**src/rtl/stream_mux_rr_pkg.sv**
```systemverilog
// Shared types and helpers for the round-robin stream multiplexer.
// Packet mode is enabled by defining STREAM_MUX_RR_PKT_EN.
package stream_mux_rr_pkg;

   typedef enum logic {
      IDLE   = 1'b0,
      LOCKED = 1'b1
   } lock_state_e;

   // Pointer width: enough bits to index N channels, never less than one.
   function automatic int ptr_width(input int n);
      return (n > 1) ? $clog2(n) : 1;
   endfunction

endpackage

```
**src/rtl/stream_mux_rr_arb.sv**
```systemverilog
// Rotating-priority one-hot arbiter: grants the first requester found when
// scanning from ptr upwards and wrapping to channel 0.
module rr_arb
   import stream_mux_rr_pkg::*;
#(
   parameter int N  = 4,
   localparam int PW = ptr_width(N)
) (
   input  logic [N-1:0]  req,
   input  logic [PW-1:0] ptr,
   output logic [N-1:0]  gnt
);

   logic found;
   int   ptr_i;

   // NOTE: every signal written here gets a default first, so no path
   // through the block can leave a value held and infer a latch.
   always_comb begin
      gnt   = '0;
      found = 1'b0;
      ptr_i = int'(ptr);
      // Upper segment first (ptr..N-1), then the wrapped segment (0..ptr-1).
      for (int c = 0; c < N; c++) begin
         if (!found && req[c] && (c >= ptr_i)) begin
            gnt[c] = 1'b1;
            found  = 1'b1;
         end
      end
      for (int c = 0; c < N; c++) begin
         if (!found && req[c] && (c < ptr_i)) begin
            gnt[c] = 1'b1;
            found  = 1'b1;
         end
      end
   end

endmodule

```
**src/rtl/stream_mux_rr.sv**
```systemverilog
// Registered N:1 valid/ready stream mux with round-robin arbitration.
// Define STREAM_MUX_RR_PKT_EN to hold the grant for whole packets (i_x_last).
module stream_mux_rr
   import stream_mux_rr_pkg::*;
#(
   parameter int N = 4,
   parameter int W = 32
) (
   input  logic                clk,
   input  logic                arst,
   input  logic [N-1:0]        i_x_vld,
   input  logic [N-1:0][W-1:0] i_x_data,
   input  logic [N-1:0]        i_x_last,
   output logic [N-1:0]        o_x_rdy,
   output logic                o_y_vld,
   output logic [W-1:0]        o_y_data,
   output logic                o_y_last,
   output logic [N-1:0]        o_y_sel,
   input  logic                i_y_rdy
);

   localparam int PW = ptr_width(N);

   logic [PW-1:0] ptr;
   logic [PW-1:0] ptr_nxt;
   logic [N-1:0]  arb_gnt;
   logic [N-1:0]  gnt;
   logic [PW-1:0] gnt_idx;
   logic          can_accept;
   logic          accept;
   logic [W-1:0]  sel_data;
   logic          sel_last;

   function automatic logic [PW-1:0] wrap_inc(input logic [PW-1:0] p);
      return (p == PW'(N - 1)) ? '0 : p + PW'(1);
   endfunction

   rr_arb #(.N(N)) u_arb (
      .req (i_x_vld),
      .ptr (ptr),
      .gnt (arb_gnt)
   );

   assign can_accept = ~o_y_vld | i_y_rdy;
   assign o_x_rdy    = gnt & {N{can_accept}};
   assign accept     = |(i_x_vld & o_x_rdy);

   always_comb begin
      gnt_idx = '0;
      for (int c = 0; c < N; c++) begin
         if (gnt[c]) gnt_idx = PW'(c);
      end
   end

   // AND-OR select: unselected lanes are masked to zero, so X on idle
   // channels never reaches the output register.
   always_comb begin
      sel_data = '0;
      for (int c = 0; c < N; c++) begin
         sel_data = sel_data | ({W{gnt[c]}} & i_x_data[c]);
      end
   end

`ifdef STREAM_MUX_RR_PKT_EN
   lock_state_e   state;
   lock_state_e   state_nxt;
   logic [PW-1:0] lock_ch;
   logic [PW-1:0] lock_ch_nxt;

   assign sel_last = |(gnt & i_x_last);

   // While locked the grant stays on the packet's channel even if it idles.
   always_comb begin
      gnt = arb_gnt;
      if (state == LOCKED) begin
         for (int c = 0; c < N; c++) begin
            gnt[c] = (lock_ch == PW'(c));
         end
      end
   end

   always_comb begin
      state_nxt   = state;
      lock_ch_nxt = lock_ch;
      ptr_nxt     = ptr;
      case (state)
         IDLE: begin
            if (accept) begin
               ptr_nxt = wrap_inc(gnt_idx);
               if (!sel_last) begin
                  state_nxt   = LOCKED;
                  lock_ch_nxt = gnt_idx;
               end
            end
         end
         LOCKED: begin
            if (accept && sel_last) begin
               ptr_nxt   = wrap_inc(lock_ch);
               state_nxt = IDLE;
            end
         end
         default: state_nxt = IDLE;
      endcase
   end

   always_ff @(posedge clk or posedge arst) begin
      if (arst) begin
         state   <= IDLE;
         lock_ch <= '0;
      end else begin
         state   <= state_nxt;
         lock_ch <= lock_ch_nxt;
      end
   end
`else
   logic unused_last;

   assign unused_last = ^i_x_last;
   assign gnt         = arb_gnt;
   assign sel_last    = 1'b0;
   assign ptr_nxt     = accept ? wrap_inc(gnt_idx) : ptr;
`endif

   // NOTE: state registers use non-blocking assignments so every flop
   // samples pre-edge values regardless of block evaluation order.
   always_ff @(posedge clk or posedge arst) begin
      if (arst) ptr <= '0;
      else      ptr <= ptr_nxt;
   end

   // The data register has a defined reset value, so it is reset like the rest.
   always_ff @(posedge clk or posedge arst) begin
      if (arst) begin
         o_y_vld  <= 1'b0;
         o_y_data <= '0;
         o_y_last <= 1'b0;
         o_y_sel  <= '0;
      end else if (accept) begin
         o_y_vld  <= 1'b1;
         o_y_data <= sel_data;
         o_y_last <= sel_last;
         o_y_sel  <= gnt;
      end else if (i_y_rdy) begin
         o_y_vld  <= 1'b0;
      end
   end

endmodule

```
**config.mk**
```make
export PLATFORM = sky130hd
export DESIGN_NAME = stream_mux_rr
export DESIGN_NICKNAME = d
export VERILOG_FILES = /design/src/rtl/stream_mux_rr_pkg.sv /design/src/rtl/stream_mux_rr_arb.sv /design/src/rtl/stream_mux_rr.sv
export SDC_FILE = /design/constraint.sdc
export NUM_CORES = 1
export LEC_CHECK = 0
export CELL_PAD_IN_SITES_DETAIL_PLACEMENT = 1
export CELL_PAD_IN_SITES_GLOBAL_PLACEMENT = 2
export CORE_AREA = 2 2 120 122
export DETAILED_ROUTE_END_ITERATION = 10
export DIE_AREA = 0 0 122 124
export PLACE_DENSITY_LB_ADDON = 0.1
export RECOVER_POWER = 100
export SLEW_MARGIN = 5
export SYNTH_ARGS = -nofsm -noshare
export SYNTH_HDL_FRONTEND = slang
export SYNTH_SLANG_ARGS = --single-unit
```
**constraint.sdc**
```tcl
create_clock -name clk -period 3.9 [get_ports clk]
set_clock_uncertainty 0.05 [all_clocks]
set_input_delay 0.78 -clock clk [delete_from_list [all_inputs] [get_ports clk]]
set_output_delay 0.78 -clock clk [all_outputs]
set_load 0.05 [all_outputs]
```
==> results of run 1 <==
## state kept, by name, summed over array words and instances (netlist names)
name and cells:
ptr 2, o_y_vld 1, o_y_sel 4, o_y_data 32
## report_power, final
| part | switching, mW | total [mW] | internal, mW |
|---|---|---|---|
| clock network | 0.169 | 0.406 | 0.237 |
| logic | 0.654 | 1.03 | 0.372 |
| registers | 0.0470 | 0.537 | 0.490 |
## final timing paths
path                             from            to  slack [ns]  cells after the start
max                        i_x_vld[3]    o_x_rdy[1]        0.56                      7
min                        o_y_sel[2]    o_y_sel[2]        0.42                      2
max reg2reg                   o_y_vld        ptr[1]        1.51                      3
min reg2reg                o_y_sel[2]    o_y_sel[2]        0.42                      2
max in group asynchronous        arst  o_y_data[17]        1.36                      2
min in group asynchronous        arst   o_y_data[8]        1.44                      2
## cells in the final DEF, fill, tap and decap left out, drive strengths merged
cell / synthesis / layout
a21oi: 35 / 35
nor4: 1 / 1
nand3: 1 / 1
nor2: 38 / 38
conb: 1 / 1
a22oi: 32 / 32
nand2: 3 / 3
a21o: 2 / 2
nor2b: 3 / 3
o21a: 1 / 1
clkdlybuf4s50: 0 / 131
clkbuf: 21 / 8
nand2b: 2 / 2
o211a: 1 / 1
buf: 16 / 14
clkinv: 0 / 1
dlygate4sd3: 0 / 39
and3: 33 / 33
inv: 3 / 3
a31oi: 33 / 33
dfrtp: 39 / 39
a211oi: 1 / 1
o21ai: 6 / 6
a32o: 1 / 1
a311oi: 1 / 1
o2bb2ai: 1 / 1
and2: 1 / 1
or2: 2 / 2
o211ai: 32 / 32
o21bai: 1 / 1
## metal layers
| layer | wire length (µm) | track usage [%] | up-vias |
|---|---|---|---|
| li1 | - | - | 1502 |
| met1 | 5500 | 20.3 | 1553 |
| met2 | 6670 | 32.0 | 102 |
| met3 | 1010 | 5.54 | 2 |
| met4 | 43 | 3.09 | 0 |
| met5 | 0 | 0 | - |
## Yosys cell counts
cell / n
a31oi_1: 33
o21ai_0: 5
o21a_1: 1
a22oi_1: 32
o2bb2ai_1: 1
a311oi_1: 1
a32o_1: 1
nor2_1: 37
or2_1: 1
a21o_1: 2
and3_1: 33
nor2b_1: 3
buf_4: 6
and2_1: 1
o21bai_1: 1
conb_1: 1
or2_2: 1
dfrtp_1: 39
inv_1: 3
nor4_2: 1
a21oi_1: 34
clkbuf_2: 2
a211oi_1: 1
a21oi_2: 1
nand2b_1: 2
o211ai_1: 32
nor2_2: 1
o211a_1: 1
nand2_1: 3
o21ai_2: 1
nand3_1: 1
buf_2: 10
clkbuf_1: 19
## metrics by stage
step	std cells	hold WS [ns]
floorplan	311	0.467
global placement	639	0.412
detailed placement	639	0.422
CTS	647	0.436
global route	647	0.462
finish	647	0.425
## cell families (layout without fill, tap and decap cells)
family / after synthesis / in the layout / share of synthesized area [%]
other: 1 / 1 / 0.146
buffers and inverters: 40 / 196 / 7.30
DFF: 39 / 39 / 37.9
AOI/OAI and AO/OA: 147 / 147 / 37.9
and+or+nand+nor: 84 / 84 / 16.7
## worst register-to-register path, cell delays in order (launching register included)
cell and delay [ns]:
dfrtp_1 0.38, nor2b_1 0.20, nor2_2 1.33, a31oi_1 0.23
## cell type report
cell class              instances  area share (%)
repair buffers                185            40.0
multi-input cells             232            30.8
flip-flops and latches         39            21.1
well taps                     180            4.88
clock buffers                   7            2.87
inverters                       3           0.244
clock inverters                 1           0.108
==> out/qor.yml, run 1 <==
worst_setup_path:
  cp.required_ns: 3.07
  timing.critical_path.to_type: "output pin"
  critPathBufInv: 4
  max_stage_delay_ns: 0.48
  crit_type: "in2out"
  path_delay_family: "buffers and inverters"
  crit_slowest_cell: "clkbuf_1"
  arrival_ns: 2.51
  path_cells: "clkdlybuf4s50_1, buf_4, o21ai_0, o211a_1, inv_1, nor2_1, clkbuf_1"
  path_max_fanout: 24
  start_kind: "input pin"
clocking:
  root_buffer: "clkbuf_16"
  path_clk_slew_ns: 0.06
  clockBufferDepth: 2
  clk_latency_ns: 0.28
  cts-resized-gates: 0
  cts_tree: "built"
  clock_sinks: 39
  post_cts_buffers: 0
  cts_hold_buf: 0
  cts_htree_levels: 2
  numCtsBuffers: 5
job:
  maxCapViolations: 2
sta:
  fin_ws_ns: 0.560
  setup_viol: 0
  relSlewSlack_pct: -16.7
  max_slew.worst_pin.slew_ns: 1.75
  grt_setup_unrepaired: "false"
  slew_viol_final: 75
  max_freq_mhz: 299
  fin_crit_ns: 3.34
  fin_crit_sh_pct: 85.6
  tns_ns: 0
  final-hold-violation-count: 0
route:
  firstDrtPassIters: 4
  routedWlPerCell_um: 20.4
  drcViolationCount: 0
  num_vias: 3159
  drt-initial-drc-count: 110
  viasPerCell: 4.88
  ant_nets: 0
  routed_wl_um: 13200
layout:
  fill_cells: 1590
  antenna_cells: 0
  drive_above_1_share_pct: 5.57
  multi_input_area_mm2: 0.00142
  design_area_mm2: 0.00462
  syn2layout_area_growth_pct: 79.5
  final_nets: 605
  seq_area_um2: 976
  final_util_pct: 33.7
place:
  placed_cell_area_mm2: 0.00451
  gp_congestion: 0.747
  portBuffers: 175
  dp_slack_ns: 0.613
  dp_hpwl_um: 8630
floorplanning:
  rows: 43
  dieArea_mm2: 0.0151
  ios: 181
  die_y_um: 124
  core_mm2: 0.0137
  die_x_um: 122
  initial_utilization_pct: 18.8
worst_hold_path:
  hold_path_class: "reg2reg"
run_status:
  status: "complete, but fails checks"
  failed_checks: "capacitance limit, slew limit"
global_route:
  grt_max_degree: 40
  antenna_found_initial: 0
  grt_pass1_vias: 3528
  grt_pass1_wl_um: 20000
  grt_overflow_total: 0
  track_usage_pct: 17.5
synth:
  synthCells: 311
  synth_top_area_share_pct: 37.9
  synth_fp_nets: 450
  avgSynthCellArea_um2: 8.27
  ys_warn_count: 0
  yosysTopAreaCell: "dfrtp_1"
  ys_types: 33
  synth.area.top_cells: "dfrtp_1 (38%), a22oi_1 (9.3%), o211ai_1 (9.3%)"
  synth_seq_cells: 39
  synth.yosys.seq_area_share_pct: 37.9
  syn_area_mm2: 0.00257
power_and_ir_drop:
  p_total_mw: 1.97
  p_per_area_mw_per_mm2: 426
  power.leakage_nw: 1.79
  irDropWorstVdd_v: 0.000164
(Power assumes the default switching activity.)
==> inputs of run 2 (changes only) <==
HOLD_SLACK_MARGIN = 0.02   (was default)
==> results of run 2 <==
Final layout, timing and power as in run 1 (identical DEF).
